### config.mk
export PLATFORM = sky130hd
export DESIGN_NAME = tl_master_arbiter_flat
export DESIGN_NICKNAME = d
export VERILOG_FILES = /design/src/rtl/tl_master_arbiter_if.sv /design/src/rtl/tl_master_arbiter.sv /design/src/flat_wrapper.sv
export SDC_FILE = /design/constraint.sdc
export NUM_CORES = 1
export LEC_CHECK = 0
export ABC_AREA = 1
export BUFFER_PORTS_ARGS = -buffer_cell sky130_fd_sc_hd__buf_2
export CORE_AREA = 5 5 225 227
export CTS_CLUSTER_DIAMETER = 150
export DETAILED_ROUTE_END_ITERATION = 16
export DIE_AREA = 0 0 230 232
export GPL_TIMING_DRIVEN = 0
export SETUP_SLACK_MARGIN = 0.15
export SLEW_MARGIN = 15
export SYNTH_ARGS = -nofsm -noshare
export SYNTH_HDL_FRONTEND = slang
export SYNTH_SLANG_ARGS = --single-unit
### constraint.sdc
create_clock -name clock -period 2.3 [get_ports clock]
set_clock_uncertainty 0.1 [all_clocks]
set_input_delay 0.115 -clock clock [delete_from_list [all_inputs] [get_ports clock]]
set_output_delay 0.115 -clock clock [all_outputs]
set_load 0.03 [all_outputs]
### src/rtl/tl_master_arbiter_if.sv
// tl_master_arbiter_if
//   One TileLink-UL link (A request channel + D response channel) with a
//   parameterised source width.  The requester side uses modport master;
//   the responder side uses modport slave.
//   Parameter : SRC_W - width of a_source / d_source
//   A channel : a_ready, a_valid, a_opcode[2:0], a_param[2:0], a_size[3:0],
//               a_source, a_address[31:0], a_mask[7:0], a_data[63:0], a_corrupt
//   D channel : d_ready, d_valid, d_opcode[2:0], d_param[1:0], d_size[3:0],
//               d_source, d_sink, d_denied, d_data[63:0], d_corrupt
interface tl_master_arbiter_if #(
  parameter int SRC_W = 1
);
  logic             a_ready;
  logic             a_valid;
  logic [2:0]       a_opcode;
  logic [2:0]       a_param;
  logic [3:0]       a_size;
  logic [SRC_W-1:0] a_source;
  logic [31:0]      a_address;
  logic [7:0]       a_mask;
  logic [63:0]      a_data;
  logic             a_corrupt;

  logic             d_ready;
  logic             d_valid;
  logic [2:0]       d_opcode;
  logic [1:0]       d_param;
  logic [3:0]       d_size;
  logic [SRC_W-1:0] d_source;
  logic             d_sink;
  logic             d_denied;
  logic [63:0]      d_data;
  logic             d_corrupt;

  modport master (
    input  a_ready,
    output a_valid, a_opcode, a_param, a_size, a_source, a_address, a_mask, a_data, a_corrupt,
    output d_ready,
    input  d_valid, d_opcode, d_param, d_size, d_source, d_sink, d_denied, d_data, d_corrupt
  );

  modport slave (
    output a_ready,
    input  a_valid, a_opcode, a_param, a_size, a_source, a_address, a_mask, a_data, a_corrupt,
    input  d_ready,
    output d_valid, d_opcode, d_param, d_size, d_source, d_sink, d_denied, d_data, d_corrupt
  );
endinterface

### src/rtl/tl_master_arbiter.sv
// tl_master_arbiter
//   Two-requester TileLink-UL A-channel arbiter with D-channel response
//   routing.  The downstream source is {requester, upstream source}; the
//   D response is steered back by d_source[1].  Each requester may have at
//   most MAX_INFLIGHT outstanding A requests.
//   Optional feature: define TL_ARB_ROUND_ROBIN_EN for round-robin
//   arbitration; otherwise requester 0 has fixed priority.
// Ports:
//   clock      - sole clock, rising edge
//   reset      - asynchronous, active-high
//   r0, r1     - upstream requester links (slave modport, 1-bit source)
//   tl_master  - downstream link (master modport, 2-bit source)
module tl_master_arbiter #(
  parameter int MAX_INFLIGHT = 2
) (
  input  logic                 clock,
  input  logic                 reset,
  tl_master_arbiter_if.slave   r0,
  tl_master_arbiter_if.slave   r1,
  tl_master_arbiter_if.master  tl_master
);

  localparam logic [2:0] LP_MAX_INFLIGHT = 3'(MAX_INFLIGHT);

  typedef enum logic [1:0] {
    IDLE   = 2'd0,
    GRANT0 = 2'd1,
    GRANT1 = 2'd2
  } state_t;

  state_t     r_state;
  state_t     w_state_nxt;
  logic [2:0] r_inflight0;
  logic [2:0] r_inflight1;

  logic       w_elig0;
  logic       w_elig1;
  logic       w_pick1;
  logic       w_granted;
  logic       w_sel1;
  logic       w_a_valid;
  logic       w_a_fire;
  logic       w_d_sel1;
  logic       w_d_ready;
  logic       w_d_fire;
  logic [3:0] w_a_size;
  logic       w_a_corrupt;

  // A response for a requester with nothing outstanding is still forwarded,
  // but must not wrap the counter; only a "real" decrement cancels an increment.
  function automatic logic [2:0] f_next_inflight(input logic [2:0] cnt,
                                                 input logic       inc,
                                                 input logic       dec);
    logic       dec_eff;
    logic [2:0] nxt;
    dec_eff = dec && (cnt != 3'd0);
    nxt     = cnt;
    if (inc && !dec_eff)      nxt = cnt + 3'd1;
    else if (dec_eff && !inc) nxt = cnt - 3'd1;
    return nxt;
  endfunction

  assign w_elig0 = r0.a_valid && (r_inflight0 < LP_MAX_INFLIGHT);
  assign w_elig1 = r1.a_valid && (r_inflight1 < LP_MAX_INFLIGHT);

`ifdef TL_ARB_ROUND_ROBIN_EN
  // r_rr names the preferred requester; it flips to the other one on each grant.
  logic r_rr;

  always_ff @(posedge clock or posedge reset) begin
    if (reset)         r_rr <= 1'b0;
    else if (w_a_fire) r_rr <= ~w_sel1;
  end

  assign w_pick1 = w_elig1 && (!w_elig0 || r_rr);
`else
  assign w_pick1 = w_elig1 && !w_elig0;
`endif

  always_ff @(posedge clock or posedge reset) begin
    if (reset) begin
      r_state     <= IDLE;
      r_inflight0 <= 3'd0;
      r_inflight1 <= 3'd0;
    end else begin
      r_state     <= w_state_nxt;
      r_inflight0 <= f_next_inflight(r_inflight0, w_a_fire && !w_sel1, w_d_fire && !w_d_sel1);
      r_inflight1 <= f_next_inflight(r_inflight1, w_a_fire &&  w_sel1, w_d_fire &&  w_d_sel1);
    end
  end

  // The grant is held until the A beat fires so the downstream payload stays stable.
  always_comb begin
    w_state_nxt = r_state;
    case (r_state)
      IDLE:           if (w_elig0 || w_elig1) w_state_nxt = w_pick1 ? GRANT1 : GRANT0;
      GRANT0, GRANT1: if (w_a_fire) w_state_nxt = IDLE;
      default:        w_state_nxt = IDLE;
    endcase
  end

  assign w_granted = (r_state == GRANT0) || (r_state == GRANT1);
  assign w_sel1    = (r_state == GRANT1);
  assign w_a_valid = w_granted && (w_sel1 ? r1.a_valid : r0.a_valid);
  assign w_a_fire  = w_a_valid && tl_master.a_ready;

  assign r0.a_ready = tl_master.a_ready && (r_state == GRANT0);
  assign r1.a_ready = tl_master.a_ready && (r_state == GRANT1);

  // Only single-beat transfers are supported; larger sizes are passed but flagged corrupt.
  assign w_a_size    = w_sel1 ? r1.a_size : r0.a_size;
  assign w_a_corrupt = (w_sel1 ? r1.a_corrupt : r0.a_corrupt) || (w_a_size > 4'd3);

  assign tl_master.a_valid   = w_a_valid;
  assign tl_master.a_opcode  = w_sel1 ? r1.a_opcode  : r0.a_opcode;
  assign tl_master.a_param   = w_sel1 ? r1.a_param   : r0.a_param;
  assign tl_master.a_size    = w_a_size;
  assign tl_master.a_source  = {w_sel1, (w_sel1 ? r1.a_source : r0.a_source)};
  assign tl_master.a_address = w_sel1 ? r1.a_address : r0.a_address;
  assign tl_master.a_mask    = w_sel1 ? r1.a_mask    : r0.a_mask;
  assign tl_master.a_data    = w_sel1 ? r1.a_data    : r0.a_data;
  assign tl_master.a_corrupt = w_a_corrupt;

  // D path is purely combinational and independent of the A grant; reset
  // masks the handshakes because the inputs are not under our control.
  assign w_d_sel1  = tl_master.d_source[1];
  assign w_d_ready = (w_d_sel1 ? r1.d_ready : r0.d_ready) && !reset;
  assign w_d_fire  = tl_master.d_valid && w_d_ready;

  assign tl_master.d_ready = w_d_ready;

  assign r0.d_valid   = tl_master.d_valid && !w_d_sel1 && !reset;
  assign r0.d_opcode  = tl_master.d_opcode;
  assign r0.d_param   = tl_master.d_param;
  assign r0.d_size    = tl_master.d_size;
  assign r0.d_source  = tl_master.d_source[0];
  assign r0.d_sink    = tl_master.d_sink;
  assign r0.d_denied  = tl_master.d_denied;
  assign r0.d_data    = tl_master.d_data;
  assign r0.d_corrupt = tl_master.d_corrupt;

  assign r1.d_valid   = tl_master.d_valid && w_d_sel1 && !reset;
  assign r1.d_opcode  = tl_master.d_opcode;
  assign r1.d_param   = tl_master.d_param;
  assign r1.d_size    = tl_master.d_size;
  assign r1.d_source  = tl_master.d_source[0];
  assign r1.d_sink    = tl_master.d_sink;
  assign r1.d_denied  = tl_master.d_denied;
  assign r1.d_data    = tl_master.d_data;
  assign r1.d_corrupt = tl_master.d_corrupt;

endmodule

### src/flat_wrapper.sv
// flat-port wrapper written by rule: the top's interface ports become plain ports
module tl_master_arbiter_flat 
#(
  parameter int MAX_INFLIGHT = 2
)
  (clock, reset, r0_a_ready, r0_a_valid, r0_a_opcode, r0_a_param, r0_a_size, r0_a_source, r0_a_address, r0_a_mask, r0_a_data, r0_a_corrupt, r0_d_ready, r0_d_valid, r0_d_opcode, r0_d_param, r0_d_size, r0_d_source, r0_d_sink, r0_d_denied, r0_d_data, r0_d_corrupt, r1_a_ready, r1_a_valid, r1_a_opcode, r1_a_param, r1_a_size, r1_a_source, r1_a_address, r1_a_mask, r1_a_data, r1_a_corrupt, r1_d_ready, r1_d_valid, r1_d_opcode, r1_d_param, r1_d_size, r1_d_source, r1_d_sink, r1_d_denied, r1_d_data, r1_d_corrupt, tl_master_a_ready, tl_master_a_valid, tl_master_a_opcode, tl_master_a_param, tl_master_a_size, tl_master_a_source, tl_master_a_address, tl_master_a_mask, tl_master_a_data, tl_master_a_corrupt, tl_master_d_ready, tl_master_d_valid, tl_master_d_opcode, tl_master_d_param, tl_master_d_size, tl_master_d_source, tl_master_d_sink, tl_master_d_denied, tl_master_d_data, tl_master_d_corrupt);
  tl_master_arbiter_if #(.SRC_W(1)) r0_i ();
  tl_master_arbiter_if #(.SRC_W(1)) r1_i ();
  tl_master_arbiter_if #(.SRC_W(2)) tl_master_i ();
  input  logic clock;
  input  logic reset;
  output wire logic [$bits(r0_i.a_ready)-1:0] r0_a_ready;
  input wire logic [$bits(r0_i.a_valid)-1:0] r0_a_valid;
  input wire logic [$bits(r0_i.a_opcode)-1:0] r0_a_opcode;
  input wire logic [$bits(r0_i.a_param)-1:0] r0_a_param;
  input wire logic [$bits(r0_i.a_size)-1:0] r0_a_size;
  input wire logic [$bits(r0_i.a_source)-1:0] r0_a_source;
  input wire logic [$bits(r0_i.a_address)-1:0] r0_a_address;
  input wire logic [$bits(r0_i.a_mask)-1:0] r0_a_mask;
  input wire logic [$bits(r0_i.a_data)-1:0] r0_a_data;
  input wire logic [$bits(r0_i.a_corrupt)-1:0] r0_a_corrupt;
  input wire logic [$bits(r0_i.d_ready)-1:0] r0_d_ready;
  output wire logic [$bits(r0_i.d_valid)-1:0] r0_d_valid;
  output wire logic [$bits(r0_i.d_opcode)-1:0] r0_d_opcode;
  output wire logic [$bits(r0_i.d_param)-1:0] r0_d_param;
  output wire logic [$bits(r0_i.d_size)-1:0] r0_d_size;
  output wire logic [$bits(r0_i.d_source)-1:0] r0_d_source;
  output wire logic [$bits(r0_i.d_sink)-1:0] r0_d_sink;
  output wire logic [$bits(r0_i.d_denied)-1:0] r0_d_denied;
  output wire logic [$bits(r0_i.d_data)-1:0] r0_d_data;
  output wire logic [$bits(r0_i.d_corrupt)-1:0] r0_d_corrupt;
  output wire logic [$bits(r1_i.a_ready)-1:0] r1_a_ready;
  input wire logic [$bits(r1_i.a_valid)-1:0] r1_a_valid;
  input wire logic [$bits(r1_i.a_opcode)-1:0] r1_a_opcode;
  input wire logic [$bits(r1_i.a_param)-1:0] r1_a_param;
  input wire logic [$bits(r1_i.a_size)-1:0] r1_a_size;
  input wire logic [$bits(r1_i.a_source)-1:0] r1_a_source;
  input wire logic [$bits(r1_i.a_address)-1:0] r1_a_address;
  input wire logic [$bits(r1_i.a_mask)-1:0] r1_a_mask;
  input wire logic [$bits(r1_i.a_data)-1:0] r1_a_data;
  input wire logic [$bits(r1_i.a_corrupt)-1:0] r1_a_corrupt;
  input wire logic [$bits(r1_i.d_ready)-1:0] r1_d_ready;
  output wire logic [$bits(r1_i.d_valid)-1:0] r1_d_valid;
  output wire logic [$bits(r1_i.d_opcode)-1:0] r1_d_opcode;
  output wire logic [$bits(r1_i.d_param)-1:0] r1_d_param;
  output wire logic [$bits(r1_i.d_size)-1:0] r1_d_size;
  output wire logic [$bits(r1_i.d_source)-1:0] r1_d_source;
  output wire logic [$bits(r1_i.d_sink)-1:0] r1_d_sink;
  output wire logic [$bits(r1_i.d_denied)-1:0] r1_d_denied;
  output wire logic [$bits(r1_i.d_data)-1:0] r1_d_data;
  output wire logic [$bits(r1_i.d_corrupt)-1:0] r1_d_corrupt;
  input wire logic [$bits(tl_master_i.a_ready)-1:0] tl_master_a_ready;
  output wire logic [$bits(tl_master_i.a_valid)-1:0] tl_master_a_valid;
  output wire logic [$bits(tl_master_i.a_opcode)-1:0] tl_master_a_opcode;
  output wire logic [$bits(tl_master_i.a_param)-1:0] tl_master_a_param;
  output wire logic [$bits(tl_master_i.a_size)-1:0] tl_master_a_size;
  output wire logic [$bits(tl_master_i.a_source)-1:0] tl_master_a_source;
  output wire logic [$bits(tl_master_i.a_address)-1:0] tl_master_a_address;
  output wire logic [$bits(tl_master_i.a_mask)-1:0] tl_master_a_mask;
  output wire logic [$bits(tl_master_i.a_data)-1:0] tl_master_a_data;
  output wire logic [$bits(tl_master_i.a_corrupt)-1:0] tl_master_a_corrupt;
  output wire logic [$bits(tl_master_i.d_ready)-1:0] tl_master_d_ready;
  input wire logic [$bits(tl_master_i.d_valid)-1:0] tl_master_d_valid;
  input wire logic [$bits(tl_master_i.d_opcode)-1:0] tl_master_d_opcode;
  input wire logic [$bits(tl_master_i.d_param)-1:0] tl_master_d_param;
  input wire logic [$bits(tl_master_i.d_size)-1:0] tl_master_d_size;
  input wire logic [$bits(tl_master_i.d_source)-1:0] tl_master_d_source;
  input wire logic [$bits(tl_master_i.d_sink)-1:0] tl_master_d_sink;
  input wire logic [$bits(tl_master_i.d_denied)-1:0] tl_master_d_denied;
  input wire logic [$bits(tl_master_i.d_data)-1:0] tl_master_d_data;
  input wire logic [$bits(tl_master_i.d_corrupt)-1:0] tl_master_d_corrupt;
  assign r0_a_ready = r0_i.a_ready;
  assign r0_i.a_valid = r0_a_valid;
  assign r0_i.a_opcode = r0_a_opcode;
  assign r0_i.a_param = r0_a_param;
  assign r0_i.a_size = r0_a_size;
  assign r0_i.a_source = r0_a_source;
  assign r0_i.a_address = r0_a_address;
  assign r0_i.a_mask = r0_a_mask;
  assign r0_i.a_data = r0_a_data;
  assign r0_i.a_corrupt = r0_a_corrupt;
  assign r0_i.d_ready = r0_d_ready;
  assign r0_d_valid = r0_i.d_valid;
  assign r0_d_opcode = r0_i.d_opcode;
  assign r0_d_param = r0_i.d_param;
  assign r0_d_size = r0_i.d_size;
  assign r0_d_source = r0_i.d_source;
  assign r0_d_sink = r0_i.d_sink;
  assign r0_d_denied = r0_i.d_denied;
  assign r0_d_data = r0_i.d_data;
  assign r0_d_corrupt = r0_i.d_corrupt;
  assign r1_a_ready = r1_i.a_ready;
  assign r1_i.a_valid = r1_a_valid;
  assign r1_i.a_opcode = r1_a_opcode;
  assign r1_i.a_param = r1_a_param;
  assign r1_i.a_size = r1_a_size;
  assign r1_i.a_source = r1_a_source;
  assign r1_i.a_address = r1_a_address;
  assign r1_i.a_mask = r1_a_mask;
  assign r1_i.a_data = r1_a_data;
  assign r1_i.a_corrupt = r1_a_corrupt;
  assign r1_i.d_ready = r1_d_ready;
  assign r1_d_valid = r1_i.d_valid;
  assign r1_d_opcode = r1_i.d_opcode;
  assign r1_d_param = r1_i.d_param;
  assign r1_d_size = r1_i.d_size;
  assign r1_d_source = r1_i.d_source;
  assign r1_d_sink = r1_i.d_sink;
  assign r1_d_denied = r1_i.d_denied;
  assign r1_d_data = r1_i.d_data;
  assign r1_d_corrupt = r1_i.d_corrupt;
  assign tl_master_i.a_ready = tl_master_a_ready;
  assign tl_master_a_valid = tl_master_i.a_valid;
  assign tl_master_a_opcode = tl_master_i.a_opcode;
  assign tl_master_a_param = tl_master_i.a_param;
  assign tl_master_a_size = tl_master_i.a_size;
  assign tl_master_a_source = tl_master_i.a_source;
  assign tl_master_a_address = tl_master_i.a_address;
  assign tl_master_a_mask = tl_master_i.a_mask;
  assign tl_master_a_data = tl_master_i.a_data;
  assign tl_master_a_corrupt = tl_master_i.a_corrupt;
  assign tl_master_d_ready = tl_master_i.d_ready;
  assign tl_master_i.d_valid = tl_master_d_valid;
  assign tl_master_i.d_opcode = tl_master_d_opcode;
  assign tl_master_i.d_param = tl_master_d_param;
  assign tl_master_i.d_size = tl_master_d_size;
  assign tl_master_i.d_source = tl_master_d_source;
  assign tl_master_i.d_sink = tl_master_d_sink;
  assign tl_master_i.d_denied = tl_master_d_denied;
  assign tl_master_i.d_data = tl_master_d_data;
  assign tl_master_i.d_corrupt = tl_master_d_corrupt;
  tl_master_arbiter #(.MAX_INFLIGHT(MAX_INFLIGHT)) u_core (.clock(clock), .reset(reset), .r0(r0_i), .r1(r1_i), .tl_master(tl_master_i));
endmodule
==> summary.md <==
| Metric | Value |
|---|---|
| Worst Max-Slew Pin Slew | `roughly 400 ps` |
| Via count | `5509` |
| Synth area leaders | `nand2_1 (41%), buf_4 (36%), dfrtp_1 (6.1%)` |
| WL per Instance | `15.7 µm` |
| GRT Overall Usage | `8.66%` |
| Largest family of logic cells by synthesized area | `simple AND/OR/NAND/NOR gates` |
| Leading area contributor after synthesis | `nand2_1` |
| Syn_nets | `934` |
| Detail Route Antenna Nets | `0` |
| Initial antenna violation count | `3` |
| DR iter-0 viols | `160` |
| P per Cell Area | `900 nW/µm²` |
| Max-slew headroom | `73.2%` |
| Initial Util | `between 6 and 7%` |
| # H-tree levels | `1` |
| Worst path depth | `13` |
| Crit path buf inv count | `4` |
| Max-cap violations | `0` |
| Tot Pwr | `between 7 and 8 mW` |
| Dpl cell area | `6650 µm²` |
| Grt ovf | `0` |
| Synth Area in Adders | `3.53%` |
| Post-synth cell types | `22` |
| Number of enable flip-flop cells after synthesis | `0` |
| HP Class | `primary input to flop` |
| DPL Wire Length | `approximately 24000 µm` |
| Dpl ws | `-475 ps` |
| Fillers | `5521` |
| Die H | `232 µm` |
| Leakage | `~4.8 nW` |
| Vias per Instance | `3.11` |
| Xor/xnor share of the synthesized area | `between 1 and 1.5%` |
| Mapped Avg Cell Area | `5.36 µm²` |
| Number of instances in the placed design | `about 1700` |
| Post-synth ARST share | `100%` |
| Commonest non-fill, non-tap cell in the layout | `buf_2` |
| Area of the multi-input gates | `2090 µm²` |
| Met1 wire length | `11100 µm` |
| Sequential cell area | `201 µm²` |
| Unrepaired setup endpoints after global routing | `yes` |
| Met2 wire length | `13100 µm` |
| Std cell rows | `81` |
| Compound-gate portion of the synthesized area | `2.07%` |
| CTS tree | `built` |
| Worst path top cell family by delay | `adder cells` |
| Hold slack | `179 ps` |
| Post-Syn Instances | `608` |
| Yosys reg bits | `8` |
| Vias in the first global route | `5213` |
| Highest Signal Layer | `met4` |
| Most used cells in the layout excluding fill and tap cells | `buf_2 (462), nand2_1 (280), buf_4 (177)` |
| First-pass GRT wire length | `34200 µm` |
| Final slew viol count | `0` |
| Post-Route WL | `27700 µm` |
| Crit path time final | `around 2300 ps` |
| Die width | `230 µm` |
| Final net count | `1474` |
| Gp weighted congestion | `0.804` |
| Final period utilization | `a little over nine tenths` |
| Mapped Area | `3260 µm²` |
| Crit path capture type | `flop` |
| Final Hold Fails | `0` |
| Post-route cell area | `just under 8000 µm²` |
| Crit Path Max Fanout | `3` |
| Ports | `595` |
| Seq/Total Area, Yosys | `6.14%` |
| CTS max path bufs | `2` |
| Clk pin slew, worst setup/hold paths | `40 ps` |
| Crit path top cell by count | `inv_2` |
| Peak supply drop | `around 0.00055 V` |
| Yosys top cell area share | `slightly above 40%` |
| Syn. warnings | `0` |
| F_max | `~0.44 GHz` |
| Worst endpoint required time | `2310 ps` |
| Hold path depth | `4` |
| Outcome | `completed` |
| Core ar. | `48400 µm²` |
| Die area | `53400 µm²` |
| Residual DRC | `0` |
| Crit-path cells | `inv_2 -> buf_6 -> ha_4 -> inv_2 -> nor2_4 -> nand2_2 -> nor2_2 -> ha_2 -> inv_2 -> fa_2 -> a21oi_2 -> o21ai_1 -> xor2_1` |
| CTS Sinks | `8` |
| Metal3 WL | `2750 µm` |
| Final core utilization | `16.3%` |
| Fin Setup TNS | `0 ps` |
| CP arrival | `2270 ps` |
| Synth Area in Simple Gates | `a little over two fifths` |
| Root Buffer | `clkbuf_16` |
| CP Class | `flop to flop` |
| Layout cells sized above 1 | `a little under three quarters` |
| Final setup margin | `around 41 ps` |
| Main flop type after synthesis | `dfrtp_1` |
| Slowest-stage cell, CP | `dfrtp_1` |
| Worst-Skew Late Latency | `230 ps` |
| Multiplexer share of the synthesized area | `0%` |
| R2R cell count | `13` |
| Area growth syn-to-layout | `142%` |
| Crit-path max cell delay | `370 ps` |
| CP startpoint kind | `flop` |
| IO buf count | `approximately 520` |
| Endpoints failing setup | `0` |
| Fin cells | `1770` |
| CTS Buf Count | `3` |
| Largest net degree at the start of global routing | `11` |
| Initial DRT Pass Iterations | `7` |
-- final cells by class --
class	instances	share of cell area, %
Tap cell	622	9.86
Antenna cell	2	0.0634
Sequential cell	8	2.55
Buffer	179	18.9
Clock buffer	3	0.951
Timing Repair Buffer	536	39.9
Inverter	22	1.25
Multi-Input combinational cell	398	26.5
-- sequential cells by signal (all words and copies together) (netlist names) --
signal,cells
u_core.r_state,2
u_core.r_inflight0,3
u_core.r_inflight1,3
-- final timing paths --
path	from	endpoint	slack, ps
worst min register to register	u_core.r_inflight1[0]	u_core.r_inflight1[0]	450
worst min-delay path	r0_a_valid	u_core.r_state[1]	180
worst max register to register	u_core.r_state[0]	u_core.r_inflight0[2]	40
min in group asynchronous	reset	u_core.r_state[0]	390
max in group asynchronous	reset	u_core.r_state[1]	1400
worst max-delay path	u_core.r_state[0]	u_core.r_inflight0[2]	40
-- layer usage --
layer,vias up,track usage [%]
li1,2736,-
met5,-,0
met3,41,2.67
met2,343,14.7
met4,0,1.94
met1,2389,10.9
-- synth_stat cells, types with 2 or more instances --
cell	count
o21ai_0	2
o21ai_1	2
inv_1	21
fa_1	2
or2_1	2
ha_1	6
xor2_1	2
buf_4	156
nand2_1	356
xnor2_1	2
o211ai_1	2
buf_2	16
nor3_1	2
dfrtp_1	8
nand3_1	6
a21oi_1	5
buf_6	7
nor2_1	7
-- worst register-to-register path: stages (launching register included) --
cell and delay (ps):
dfrtp_1 370, inv_2 90, buf_6 120, ha_4 250, inv_2 40, nor2_4 110
nand2_2 70, nor2_2 90, ha_2 170, inv_2 50, fa_2 340, a21oi_2 120
o21ai_1 80, xor2_1 140
-- power by group --
part,switching (mW),internal (mW),leakage [nW]
Combinational,4.09,2.44,4.64
Clock,0.0705,0.224,0.0370
Sequential,0.0702,0.209,0.0919
Total,4.23,2.87,4.76
-- cells by family after synthesis --
kind of cell	after synthesis
AOI/OAI and AO/OA	12
xor gates and xnor gates	4
adders and majority gates	8
buffers and inverters	202
DFF	8
and+or+nand+nor	374
-- what timing repair did --
item	CTS	global route
buffers inserted	10	4
setup endpoints to repair	122	57
hold buffers	1	0
endpoints found under the hold margin	8	0
pin swaps	7	57
cloned	0	4
gates resized for setup	73	243
No activity file was read; power rests on OpenSTA's default activity.
